`src/rtl/core_port_arb.sv`:
```
// rtl/core_port_arb.sv - two-requester arbiter onto a single shared core memory port
//
// Purpose:
//   Arbitrates two core-side requesters (m0, m1) onto one shared request port.
//   Only one transaction may be outstanding at a time. A new request can be
//   issued in the same cycle as the outstanding response, so the arbiter adds
//   no cycles to the shared port's grant-to-response latency. Contested
//   requests alternate round-robin. A requester that is waiting for a grant
//   keeps its selection until that grant arrives.
//
// Ports:
//   clk_i, rst_ni                 clock, asynchronous active-low reset
//   mN_req_i / mN_gnt_o           requester N handshake (gnt is combinational)
//   mN_addr_i/we_i/be_i/wdata_i   requester N request fields
//   mN_rvalid_o / mN_rdata_o      requester N response
//   s_req_o / s_gnt_i             shared-port handshake
//   s_addr_o/we_o/be_o/wdata_o    forwarded request fields of the selected requester
//   s_rvalid_i / s_rdata_i        shared-port response
//   unexp_rvalid_o                sticky: response seen with nothing outstanding

module core_port_arb #(
    parameter int ADDR_WIDTH = 32
) (
    input  logic                  clk_i,
    input  logic                  rst_ni,

    input  logic                  m0_req_i,
    output logic                  m0_gnt_o,
    output logic                  m0_rvalid_o,
    input  logic [ADDR_WIDTH-1:0] m0_addr_i,
    input  logic                  m0_we_i,
    input  logic [3:0]            m0_be_i,
    input  logic [31:0]           m0_wdata_i,
    output logic [31:0]           m0_rdata_o,

    input  logic                  m1_req_i,
    output logic                  m1_gnt_o,
    output logic                  m1_rvalid_o,
    input  logic [ADDR_WIDTH-1:0] m1_addr_i,
    input  logic                  m1_we_i,
    input  logic [3:0]            m1_be_i,
    input  logic [31:0]           m1_wdata_i,
    output logic [31:0]           m1_rdata_o,

    output logic                  s_req_o,
    input  logic                  s_gnt_i,
    input  logic                  s_rvalid_i,
    output logic [ADDR_WIDTH-1:0] s_addr_o,
    output logic                  s_we_o,
    output logic [3:0]            s_be_o,
    output logic [31:0]           s_wdata_o,
    input  logic [31:0]           s_rdata_i,

    output logic                  unexp_rvalid_o
);

    typedef enum logic {
        IDLE = 1'b0,
        WAIT = 1'b1
    } state_t;

    state_t r_state;
    logic   r_lock;
    logic   r_lock_id;
    logic   r_owner;
    logic   r_prio;
    logic   r_unexp;

    logic   w_issue_en;
    logic   w_sel;
    logic   w_sel_req;
    logic   w_grant;
    logic   w_rsp;

    // A response frees the single outstanding slot in the same cycle, so a
    // new request may go out alongside it.
    assign w_issue_en = (r_state == IDLE) || ((r_state == WAIT) && s_rvalid_i);
    assign w_rsp      = (r_state == WAIT) && s_rvalid_i;

    // Selection: a pending (ungranted) request is locked so that the request
    // fields presented to the shared port never change before its grant.
    always_comb begin
        w_sel = 1'b0;
        if (r_lock) begin
            w_sel = r_lock_id;
        end else if (m0_req_i && m1_req_i) begin
            w_sel = r_prio;
        end else if (m1_req_i) begin
            w_sel = 1'b1;
        end
    end

    assign w_sel_req = w_sel ? m1_req_i : m0_req_i;

    // Gated by reset so the handshake outputs are quiet while rst_ni is low.
    assign s_req_o   = rst_ni && w_issue_en && w_sel_req;
    assign w_grant   = s_req_o && s_gnt_i;

    assign s_addr_o  = w_sel ? m1_addr_i  : m0_addr_i;
    assign s_we_o    = w_sel ? m1_we_i    : m0_we_i;
    assign s_be_o    = w_sel ? m1_be_i    : m0_be_i;
    assign s_wdata_o = w_sel ? m1_wdata_i : m0_wdata_i;

    assign m0_gnt_o  = w_grant && !w_sel;
    assign m1_gnt_o  = w_grant &&  w_sel;

    assign m0_rvalid_o = rst_ni && w_rsp && !r_owner;
    assign m1_rvalid_o = rst_ni && w_rsp &&  r_owner;

    assign m0_rdata_o  = s_rdata_i;
    assign m1_rdata_o  = s_rdata_i;

    assign unexp_rvalid_o = r_unexp;

    always_ff @(posedge clk_i or negedge rst_ni) begin
        if (!rst_ni) begin
            r_state   <= IDLE;
            r_lock    <= 1'b0;
            r_lock_id <= 1'b0;
            r_owner   <= 1'b0;
            r_prio    <= 1'b0;
            r_unexp   <= 1'b0;
        end else begin
            if ((r_state == IDLE) && s_rvalid_i) begin
                r_unexp <= 1'b1;
            end

            if (w_grant) begin
                r_lock  <= 1'b0;
                r_owner <= w_sel;
                r_prio  <= ~w_sel;
                r_state <= WAIT;
            end else begin
                if (s_req_o) begin
                    r_lock    <= 1'b1;
                    r_lock_id <= w_sel;
                end else if (r_lock && !w_sel_req) begin
                    // Locked requester withdrew before its grant: drop the
                    // lock and arbitrate afresh next cycle.
                    r_lock <= 1'b0;
                end
                if (w_rsp) begin
                    r_state <= IDLE;
                end
            end
        end
    end

endmodule

```
`config.mk`:
```
export PLATFORM = sky130hd
export DESIGN_NAME = core_port_arb
export DESIGN_NICKNAME = d
export VERILOG_FILES = /design/src/rtl/core_port_arb.sv
export SDC_FILE = /design/constraint.sdc
export NUM_CORES = 1
export LEC_CHECK = 0
export ABC_AREA = 1
export BUFFER_PORTS_ARGS = -buffer_cell sky130_fd_sc_hd__buf_2
export CAP_MARGIN = 40
export CORE_AREA = 8 8 116 118
export DETAILED_ROUTE_END_ITERATION = 6
export DIE_AREA = 0 0 124 126
export GPL_TIMING_DRIVEN = 0
export PLACE_DENSITY = 0.61
export SETUP_SLACK_MARGIN = 0.4
export SLEW_MARGIN = 20
export SYNTH_ARGS = -nofsm -noshare
export SYNTH_HDL_FRONTEND = slang
export SYNTH_SLANG_ARGS = --single-unit
```
`constraint.sdc`:
```
create_clock -name clk_i -period 1.4 [get_ports clk_i]
set_input_delay 0.14 -clock clk_i [delete_from_list [all_inputs] [get_ports clk_i]]
set_output_delay 0.14 -clock clk_i [all_outputs]
set_load 0.01 [all_outputs]
```
==> results.sh <==
export IMPL_status="finished, violations left"
export IMPL_failed_checks="negative setup slack"
export IMPL_avgRoutedWirePerCell_um=14.31
export IMPL_p_total_mw=3.925
export IMPL_synthFlopType="dfrtp_1"
export IMPL_synth_largest_area_cell="nand2_1"
export IMPL_areaGrowthSynthToFinish_pct=133.2
export IMPL_clkLatencyLatePin_ns=0.23
export IMPL_cts_buffer_depth=2
export IMPL_synth_seq_cells=6
export IMPL_ir_drop_mv=0.4119
export IMPL_end_kind="output port"
export IMPL_clock_sinks=6
export IMPL_hp_start="s_gnt_i"
export IMPL_synthesis_nets=507
export IMPL_placed_cell_area_um2=3437
export IMPL_fin_area_um2=3919
export IMPL_timing_final_max_slew_violations=0
export IMPL_final_nets=799
export IMPL_drtAntennaViolNets=0
export IMPL_cts_htree_levels=1
export IMPL_place_detailed_hpwl_mm=9.401
export IMPL_remaining_drc_errors=0
export IMPL_grt_ovfl_total=0
export IMPL_final_core_util_pct=33.46
export IMPL_drt_first_pass_iters=4
export IMPL_worstPathRequired_ns=1.26
export IMPL_clock_fmax_mhz=588.8
export IMPL_relSlewSlack_pct=79.27
export IMPL_instances_no_fill=768
export IMPL_max_slew_worst_pin_slew_ns=0.3099
export IMPL_yosysMostFrequentCell="nand2_1"
export IMPL_crit_fanout=10
export IMPL_initial_core_util_pct=14.35
export IMPL_ys_seq_area_share_pct=8.935
export IMPL_cp_arrival_ns=1.56
export IMPL_io_pins=315
export IMPL_grt_use_total_pct=11.94
export IMPL_port_buffers=282
export IMPL_die_x_um=124
export IMPL_drtIter0Drc=56
export IMPL_rows=40
export IMPL_hold_viol=0
export IMPL_place_congestion=0.7444
export IMPL_clock_tree_root_cell="clkbuf_16"
export IMPL_synth_edff_count=0
export IMPL_holdCritPathClass="primary input to flop"
export IMPL_syn_area_per_cell_um2=5.077
export IMPL_synth_cells=331
export IMPL_core_area_um2=11710
export IMPL_vias=2879
export IMPL_cts_tree="done"
export IMPL_die_h_um=126
export IMPL_grt_pass1_vias=2867
export IMPL_cts_buffers=3
export IMPL_post_route_min_period_ns=1.698
export IMPL_whs_ns=0.1915
export IMPL_critPathLaunchType="flop"
export IMPL_dpl_cell_count=760
export IMPL_post_place_ws_ns=-0.2741
export IMPL_die_area_um2=15620
export IMPL_fin_tns_setup_ns=-19.00
export IMPL_p_per_area_nw_per_um2=1002
export IMPL_yosys_top_cells_area="nand2_1, buf_4, dfrtp_1"
export IMPL_ys_async_sr_fraction_pct=100.0
export IMPL_clock_skew_ns=0.002371
export IMPL_setup_ws_ns=-0.2983
export IMPL_routed_via_density=3.749
export IMPL_grt_max_degree=11
export IMPL_cts_reportedPaths_clkPinSlew_ns=0.03
export IMPL_worstReg2RegStart="r_lock"
export IMPL_maxCapViolCount=0
export IMPL_rsz0062_at_grt="true"
export IMPL_synth_warnings=0
export IMPL_min_period_over_period_pct=121.3
export IMPL_setup_viol=72
export IMPL_num_antenna_cells=0
export IMPL_p_leak_nw=2.484
export IMPL_antenna_found_initial=0
export IMPL_wl_mm=10.99
export IMPL_layout_drive_gt1_share_pct=73.75
export IMPL_grt_pass1_wl_mm=14.75
export IMPL_crit_type="flop to output port"
export IMPL_critPathLaunch="r_lock"
export IMPL_synth_cell_types=15
export IMPL_synth_area_um2=1680
export IMPL_synth_common_cells="nand2_1, buf_4, inv_1, buf_2, dfrtp_1"
export IMPL_synth_top_cell_area_share_pct=49.14
worst max-delay path, stage by stage (launching register included):
cell and delay (ns):
dfrtp_1 0.41, nor2_2 0.16, nand2_4 0.11, nand2_8 0.15, inv_12 0.07, buf_8 0.14
nand2_1 0.07, nand2_2 0.07, buf_6 0.13
layout by cell type, fill, tap and decap left out, drive strengths merged, types with 2 or more instances in the layout:
cell type / instances
nand3: 5
clkbuf: 4
dfrtp: 6
nand4: 2
inv: 10
buf: 362
nor2: 5
nand2: 223
final timing paths:
| path | end | slack, ns | cells after the start |
|---|---|---|---|
| worst max-delay path | s_addr_o[6] | -0.30 | 8 |
| worst min-delay path | r_lock_id | 0.19 | 4 |
| worst max register to register | r_prio | 0.08 | 7 |
| worst min register to register | unexp_rvalid_o | 0.48 | 1 |
| max in group asynchronous | r_lock_id | 0.80 | 2 |
| min in group asynchronous | unexp_rvalid_o | 0.37 | 2 |
timing repair:
item,CTS,global route
hold buffers,1,0
gates cloned,0,2
setup buffers,0,2
pin swaps,0,3
endpoints found under the setup margin,79,79
gates resized for setup,34,51
hold endpoints to repair,6,0
logic make-up (layout without fill, tap and decap cells):
kind of cell,after synthesis,count (layout),share of synthesized area (%)
buf+inv,88,377,36.04
simple gates,234,235,53.83
flops,6,6,8.935
compound gates,3,3,1.191
where the power goes:
part	switching [mW]	internal, mW
registers	0.0431	0.220
clock network	0.0941	0.366
logic	1.72	1.48
sequential cells by signal (all words and copies together) (netlist names):
name and cells:
r_lock 1, r_prio 1, r_owner 1, unexp_rvalid_o 1, r_lock_id 1, r_state 1
area by class of cell:
type | instances | area [µm²]
fillers | 1287 | 7792
repair buffers | 286 | 1564
multi-input cells | 238 | 1236
plain buffers | 78 | 659.4
well taps | 147 | 183.9
flip-flops and latches | 6 | 150.1
clock buffers | 3 | 75.07
inverters | 10 | 50.05
per-layer routing:
layer	part of all wire, %	track usage, %	vias to the layer above
met5	0	0	-
met4	0.75	2.171	0
met3	11	3.798	7
met2	52	22.82	165
met1	35	12.27	1202
li1	-	-	1505
(Power assumes the default switching activity.)
